--- config.mk ---
export PLATFORM = sky130hd
export DESIGN_NAME = npu_pool_act_unit
export DESIGN_NICKNAME = d
export VERILOG_FILES = /design/src/rtl/npu_pool_act_unit_pkg.sv /design/src/rtl/npu_pool_act_unit_wr_fifo.sv /design/src/rtl/npu_pool_act_unit.sv
export SDC_FILE = /design/constraint.sdc
export NUM_CORES = 1
export LEC_CHECK = 0
export ABC_AREA = 1
export BUFFER_PORTS_ARGS = -buffer_cell sky130_fd_sc_hd__buf_4
export CAP_MARGIN = 0
export CORE_MARGIN = 2
export CORE_UTILIZATION = 25
export CTS_CLUSTER_SIZE = 40
export DETAILED_ROUTE_END_ITERATION = 12
export GPL_TIMING_DRIVEN = 0
export SLEW_MARGIN = 25
export SYNTH_ARGS = -nofsm -noshare
export SYNTH_HDL_FRONTEND = slang
export SYNTH_SLANG_ARGS = --single-unit
--- constraint.sdc ---
create_clock -name i_clk -period 1.9 [get_ports i_clk]
set_input_delay 0.095 -clock i_clk [delete_from_list [all_inputs] [get_ports i_clk]]
set_output_delay 0.095 -clock i_clk [all_outputs]
set_load 0.01 [all_outputs]
--- src/rtl/npu_pool_act_unit_pkg.sv ---
// Shared encodings for the post-MAC pool/activation stage.
package npu_pool_act_unit_pkg;

  typedef enum logic [1:0] {
    POOL_N_1    = 2'd0,
    POOL_N_2    = 2'd1,
    POOL_N_4    = 2'd2,
    POOL_N_RSVD = 2'd3
  } pool_n_e;

  // Index of the last sample in a window; the reserved code behaves as a window of 1.
  function automatic logic [1:0] pool_last_idx(input logic [1:0] pool_n);
    case (pool_n)
      POOL_N_2: return 2'd1;
      POOL_N_4: return 2'd3;
      default:  return 2'd0;
    endcase
  endfunction

endpackage

--- src/rtl/npu_pool_act_unit_wr_fifo.sv ---
// Synchronous write FIFO with occupancy; pushes into a full FIFO and pops from an empty one are ignored.
module npu_pool_act_unit_wr_fifo #(
  parameter int WIDTH = 28,
  parameter int DEPTH = 4
) (
  input  logic                       i_clk,
  input  logic                       i_rst_n,
  input  logic                       i_push,
  input  logic [WIDTH-1:0]           i_data,
  input  logic                       i_pop,
  output logic [WIDTH-1:0]           o_data,
  output logic                       o_empty,
  output logic                       o_full,
  output logic [$clog2(DEPTH):0]     o_count
);

  localparam int AW = $clog2(DEPTH);
  localparam logic [AW-1:0] PTR_ONE = AW'(1);
  localparam logic [AW:0]   CNT_ONE = (AW+1)'(1);

  logic [WIDTH-1:0] r_mem [DEPTH];
  logic [AW-1:0]    r_wr_ptr;
  logic [AW-1:0]    r_rd_ptr;
  logic [AW:0]      r_count;
  logic             w_do_push;
  logic             w_do_pop;

  assign o_empty   = (r_count == '0);
  assign o_full    = (r_count == (AW+1)'(DEPTH));
  assign o_count   = r_count;
  assign o_data    = r_mem[r_rd_ptr];
  assign w_do_push = i_push && !o_full;
  assign w_do_pop  = i_pop && !o_empty;

  always_ff @(posedge i_clk or negedge i_rst_n) begin
    if (!i_rst_n) begin
      r_wr_ptr <= '0;
      r_rd_ptr <= '0;
      r_count  <= '0;
      for (int i = 0; i < DEPTH; i++) r_mem[i] <= '0;
    end else begin
      if (w_do_push) begin
        r_mem[r_wr_ptr] <= i_data;
        r_wr_ptr        <= r_wr_ptr + PTR_ONE;
      end
      if (w_do_pop) r_rd_ptr <= r_rd_ptr + PTR_ONE;
      case ({w_do_push, w_do_pop})
        2'b10:   r_count <= r_count + CNT_ONE;
        2'b01:   r_count <= r_count - CNT_ONE;
        default: r_count <= r_count;
      endcase
    end
  end

endmodule

--- src/rtl/npu_pool_act_unit.sv ---
// Post-MAC stage: saturating bias add, optional ReLU, max-pool over 1/2/4 results,
// and a small write FIFO toward activation memory with an ack handshake.
module npu_pool_act_unit
  import npu_pool_act_unit_pkg::*;
#(
  parameter int DATA_WIDTH = 16,
  parameter int ADDR_WIDTH = 12,
  parameter int PIX_WIDTH  = 9,
  parameter int CH_WIDTH   = 5,
  parameter int FIFO_DEPTH = 4
) (
  input  logic                  i_clk,
  input  logic                  i_rst_n,
  input  logic                  i_layer_start,
  input  logic [1:0]            i_cfg_pool_n,
  input  logic                  i_cfg_relu_en,
  input  logic [ADDR_WIDTH-1:0] i_cfg_base_addr,
  input  logic [PIX_WIDTH-1:0]  i_cfg_pix_per_ch,
  input  logic [CH_WIDTH-1:0]   i_ch_num,
  input  logic                  i_mac_valid,
  input  logic [DATA_WIDTH-1:0] i_mac_out,
  input  logic [DATA_WIDTH-1:0] i_bias_data,
  output logic                  o_mac_ready,
  output logic                  o_wr_valid,
  output logic [ADDR_WIDTH-1:0] o_wr_addr,
  output logic [DATA_WIDTH-1:0] o_wr_data,
  input  logic                  i_wr_ack_p,
  output logic                  o_act_overflow,
  output logic                  o_ch_done_p
);

  localparam int FW = ADDR_WIDTH + DATA_WIDTH;
  localparam int CW = $clog2(FIFO_DEPTH) + 1;
  localparam int MW = ADDR_WIDTH + CH_WIDTH + PIX_WIDTH;
  localparam logic [DATA_WIDTH-1:0] SAT_POS = {1'b0, {(DATA_WIDTH-1){1'b1}}};
  localparam logic [DATA_WIDTH-1:0] SAT_NEG = {1'b1, {(DATA_WIDTH-1){1'b0}}};
  localparam logic [PIX_WIDTH-1:0]  PIX_ONE = PIX_WIDTH'(1);

  logic [1:0]            r_pool_n;
  logic                  r_relu_en;
  logic [PIX_WIDTH-1:0]  r_pix_per_ch;
  logic [ADDR_WIDTH-1:0] r_ch_offset;
  logic                  r_s1_valid;
  logic [DATA_WIDTH-1:0] r_s1_sum;
  logic                  r_s1_ovf;
  logic                  r_s2_valid;
  logic [DATA_WIDTH-1:0] r_s2_act;
  logic [DATA_WIDTH-1:0] r_acc;
  logic [1:0]            r_win_cnt;
  logic [PIX_WIDTH-1:0]  r_pix_cnt;
  logic                  r_ch_done;

  logic [MW-1:0]         w_ch_prod;
  logic [ADDR_WIDTH-1:0] w_ch_offset;
  logic [DATA_WIDTH:0]   w_sum_ext;
  logic                  w_sum_ovf;
  logic [DATA_WIDTH-1:0] w_sum_sat;
  logic [DATA_WIDTH-1:0] w_act;
  logic [DATA_WIDTH-1:0] w_pool_max;
  logic                  w_push;
  logic                  w_pix_last;
  logic [ADDR_WIDTH-1:0] w_push_addr;
  logic [FW-1:0]         w_fifo_head;
  logic                  w_fifo_empty;
  logic                  w_fifo_full;
  logic [CW-1:0]         w_fifo_count;

  assign w_ch_prod   = MW'(i_ch_num) * MW'(i_cfg_pix_per_ch);
  assign w_ch_offset = w_ch_prod[ADDR_WIDTH-1:0] + i_cfg_base_addr;

  // One extra sign bit exposes overflow as a mismatch of the top two bits.
  assign w_sum_ext = {i_mac_out[DATA_WIDTH-1], i_mac_out} + {i_bias_data[DATA_WIDTH-1], i_bias_data};
  assign w_sum_ovf = w_sum_ext[DATA_WIDTH] ^ w_sum_ext[DATA_WIDTH-1];
  assign w_sum_sat = w_sum_ovf ? (w_sum_ext[DATA_WIDTH] ? SAT_NEG : SAT_POS)
                               : w_sum_ext[DATA_WIDTH-1:0];

  assign w_act = (r_relu_en && r_s1_sum[DATA_WIDTH-1]) ? '0 : r_s1_sum;

  assign w_pool_max  = ((r_win_cnt == 2'd0) || ($signed(r_s2_act) > $signed(r_acc))) ? r_s2_act : r_acc;
  assign w_push      = r_s2_valid && (r_win_cnt == pool_last_idx(r_pool_n));
  assign w_pix_last  = (r_pix_cnt == (r_pix_per_ch - PIX_ONE));
  assign w_push_addr = r_ch_offset + ADDR_WIDTH'(r_pix_cnt);

  always_ff @(posedge i_clk or negedge i_rst_n) begin
    if (!i_rst_n) begin
      r_pool_n     <= '0;
      r_relu_en    <= 1'b0;
      r_pix_per_ch <= '0;
      r_ch_offset  <= '0;
      r_s1_valid   <= 1'b0;
      r_s1_sum     <= '0;
      r_s1_ovf     <= 1'b0;
      r_s2_valid   <= 1'b0;
      r_s2_act     <= '0;
      r_acc        <= '0;
      r_win_cnt    <= '0;
      r_pix_cnt    <= '0;
      r_ch_done    <= 1'b0;
    end else begin
      r_s1_valid <= i_mac_valid;
      r_s1_ovf   <= i_mac_valid && w_sum_ovf;
      if (i_mac_valid) r_s1_sum <= w_sum_sat;
      r_s2_valid <= r_s1_valid;
      if (r_s1_valid) r_s2_act <= w_act;
      r_ch_done <= w_push && w_pix_last;
      if (r_s2_valid) r_acc <= w_pool_max;
      // A push in the layer_start cycle already used the old config; counters restart after it.
      if (i_layer_start) begin
        r_pool_n     <= i_cfg_pool_n;
        r_relu_en    <= i_cfg_relu_en;
        r_pix_per_ch <= i_cfg_pix_per_ch;
        r_ch_offset  <= w_ch_offset;
        r_win_cnt    <= '0;
        r_pix_cnt    <= '0;
      end else if (r_s2_valid) begin
        if (w_push) begin
          r_win_cnt <= '0;
          r_pix_cnt <= w_pix_last ? '0 : r_pix_cnt + PIX_ONE;
        end else begin
          r_win_cnt <= r_win_cnt + 2'd1;
        end
      end
    end
  end

  npu_pool_act_unit_wr_fifo #(
    .WIDTH (FW),
    .DEPTH (FIFO_DEPTH)
  ) u_wr_fifo (
    .i_clk   (i_clk),
    .i_rst_n (i_rst_n),
    .i_push  (w_push),
    .i_data  ({w_push_addr, w_pool_max}),
    .i_pop   (i_wr_ack_p),
    .o_data  (w_fifo_head),
    .o_empty (w_fifo_empty),
    .o_full  (w_fifo_full),
    .o_count (w_fifo_count)
  );

  // Threshold leaves room for the two samples already inside S1/S2.
  assign o_mac_ready    = (w_fifo_count <= CW'(FIFO_DEPTH - 3));
  assign o_wr_valid     = !w_fifo_empty;
  assign o_wr_addr      = w_fifo_head[FW-1:DATA_WIDTH];
  assign o_wr_data      = w_fifo_head[DATA_WIDTH-1:0];
  assign o_act_overflow = r_s1_ovf || (w_push && w_fifo_full);
  assign o_ch_done_p    = r_ch_done;

endmodule

==> run metrics <==
Yosys warning count 0; post-synthesis compound-gate area fraction 9.494%; largest family of logic cells by synthesized area simple AND/OR/NAND/NOR gates; wirelength, routed 42010 µm; DRT iter0 DRCs 867; Syn Nets 1793; Avg Inst Size Synth 7.872 µm²; setup ws final -777.8 ps; Hold Path Stages 4; Initial Util 25.43%; via count of the first global-routing pass 12354; Pre-Repair DR Iteration Count 6; worst clock skew 14.12 ps; Hold WC Path Type in -> reg; Setup crit start kind input pin; critical path class in -> reg; min-delay src i_bias_data[0]; final instance area 18900 µm²; Mapped Cells 1624; Final #Nets 2016; global routing usage on met1 19.62%; Core Area 50270 µm²; post-synthesis cell type count 39; Area growth syn-to-layout 47.88%; first-pass GRT wire length 64740 µm; post-synthesis xor/xnor area fraction 3.768%; final setup vio count 114; max-slew violations 0; failing checks setup timing; Worst R2R Path Depth 15; Placer Congestion 0.8733; synthesized area 12780 µm²; unrepaired setup endpoints after global routing true; final setup TNS -32080 ps; Port Buffers 92; routed vias 12173; Final Power 29.21 mW; Worst-Margin Slew 679.2 ps; Die ar. 52960 µm²; global route overflow 0; FF+latch count, synth 206; reg-to-reg slack, setup -380 ps; Root Buffer clkbuf_16; Synth Area in Adders 12.02%; CTS H-tree depth 1; simple-gate share of the synthesized area 26.80%; reg2reg end r_acc[5]; number of enable flip-flop cells after synthesis 0; DRC viols 0; post-layout minimum cycle time 2678 ps; layout cells sized above 1 34.78%; via/cell ratio 4.800; antenna viol nets, final 0; Final HPWL DP 27010 µm; period utilization 140.9%; initial antenna violation count 1; Die H 230.1 µm; met3 usage 2.121%; leakage 8.904 nW; FP Rows 82; GR peak layer met2; Seq/Total Area, Yosys 40.32%; pin count of the biggest net entering global routing 87; endpoint class of the critical path flop; Area contributors post-synth dfrtp_1, nand2_1, ha_1, nand3_1, fa_1; Hold EP r_s1_sum[0]; clk sinks 206; CTS clk-pin slew, worst paths 60 ps; max_cap viols 0; GRT Overall Usage 14.98%; worst r2r src r_acc[11]; Synth top area share 40.32%; ys async rst share 100.0%; P per Cell Area 1545 nW/µm²; VDD IR max 0.7695 mV; DR WL/cell 16.56 µm; Max-slew headroom 54.72%; Hold Slack 15.05 ps; placed inst area 14570 µm²; Worst Path Arrival 3080 ps; Synth Flop Type dfrtp_1; CTS max path bufs 3; CP required 2300 ps; clock latency on the worst-skew pair 530 ps; status finished, violations left; mux share of post-synthesis cell area 0%; CTS Buf Count 25; CP Max Fanout 7; maximum clock rate 373.4 MHz; Die W 230.1 µm; TritonCTS clock tree built; Fin. Hold Viols 0; met2 Track Usage GR 25.57%; Ports 98; Synth area leader dfrtp_1
worst max-delay path by stage:
stage,startpoint,to,depth (start not counted)
finish,i_ch_num[1],r_ch_offset[9],16
global route,i_ch_num[1],r_ch_offset[8],17
CTS,i_ch_num[1],r_ch_offset[9],16
detailed placement,i_cfg_pix_per_ch[5],r_ch_offset[9],16
global placement,i_cfg_pix_per_ch[0],r_ch_offset[9],14
floorplan,i_ch_num[1],r_ch_offset[9],16
timing repair:
| action | CTS | global route |
|---|---|---|
| gates resized for setup | 427 | 245 |
| buffers inserted | 52 | 30 |
| hold buffers | 16 | 0 |
| cloned | 7 | 2 |
| endpoints found under the setup margin | 168 | 177 |
| endpoints found under the hold margin | 157 | 0 |
| pin swaps | 122 | 105 |
area by class of cell:
cell class | count | area [µm²]
Multi-Input combinational cell | 1184 | 8853
Buffer | 62 | 719.4
Fill cell | 4935 | 31370
Tap cell | 672 | 840.8
Timing Repair Buffer | 195 | 1933
Inverter | 173 | 683.2
Clock inverter | 3 | 15.01
Antenna cell | 1 | 2.502
Clock buffer | 40 | 691.9
Sequential cell | 206 | 5165
synthesized netlist by cell type (2+ instances only):
cell type,n
o21bai_1,4
o22ai_1,28
nor2_1,111
fa_1,33
nand2_4,17
clkbuf_1,42
a21oi_1,48
a21oi_2,4
clkinv_1,2
xor2_1,37
a21o_1,7
o21ai_0,117
nand3_1,158
dfrtp_1,206
buf_6,2
buf_2,7
o21ai_1,7
ha_1,70
nand3b_1,3
or2_2,3
buf_4,9
inv_2,5
inv_1,165
nand2_1,486
nor3_1,9
xnor2_1,18
nand2_2,8
a31oi_1,3
nand4_1,3
nor3_2,3
cells in the final DEF (no fill, tap or decap), drive strengths merged, types with 5 or more instances in the layout:
master       instances
a21o                 7
a21oi               53
buf                206
clkbuf              75
clkinv               5
dfrtp              206
dlygate4sd3         16
fa                  33
ha                  70
inv                170
nand2              512
nand3              158
nor2               113
nor3                12
o21ai              125
o22ai               28
xnor2               18
xor2                37
sequential cells by signal, indices dropped and copies added (netlist names), 2 cells and up:
register	cells
r_ch_offset	12
u_wr_fifo.o_count	3
r_pix_cnt	9
r_pix_per_ch	9
r_win_cnt	2
r_pool_n	2
r_acc	16
r_s2_act	16
u_wr_fifo.r_rd_ptr	2
r_s1_sum	16
u_wr_fifo.r_wr_ptr	2
u_wr_fifo.r_mem	112
metrics by stage:
| step | util (%) | std cells | setup WS (ps) |
|---|---|---|---|
| after floorplan | - | 1624 | -1112 |
| after global placement | 28.86 | 2388 | -1363 |
| after detailed placement | 28.98 | 2390 | -1446 |
| after CTS | 35.57 | 2508 | -742.1 |
| after global routing | 37.60 | 2536 | -869.1 |
| final | 37.60 | 2536 | -777.8 |
power breakdown:
part | internal, mW | switching (mW)
sequential | 6.05 | 1.28
combinational | 7.92 | 9.67
clock | 2.47 | 1.83
total | 16.4 | 12.8
per-layer routing:
metal | share of wire, % | wire length [µm]
met4 | 2.9 | 1229
met2 | 49 | 20620
met1 | 43 | 18130
met5 | 0 | 0
met3 | 4.8 | 2035
worst max-delay path: stages:
cell	delay (ps)
clkbuf_16	130
nand2_4	40
fa_1	510
inv_2	40
fa_1	520
inv_1	50
fa_1	510
inv_2	50
ha_4	230
a21oi_2	140
o21ai_2	90
a21oi_2	130
nor2_1	70
nor2_1	140
xor2_1	230
o21ai_1	80
logic make-up after synthesis:
group                    Yosys count
AO/OA/AOI/OAI                    222
buffers and inverters            235
XOR/XNOR                          55
adder cells (fa/ha/maj)          103
flip-flops                       206
AND/OR/NAND/NOR                  803
(Power assumes the default switching activity.)
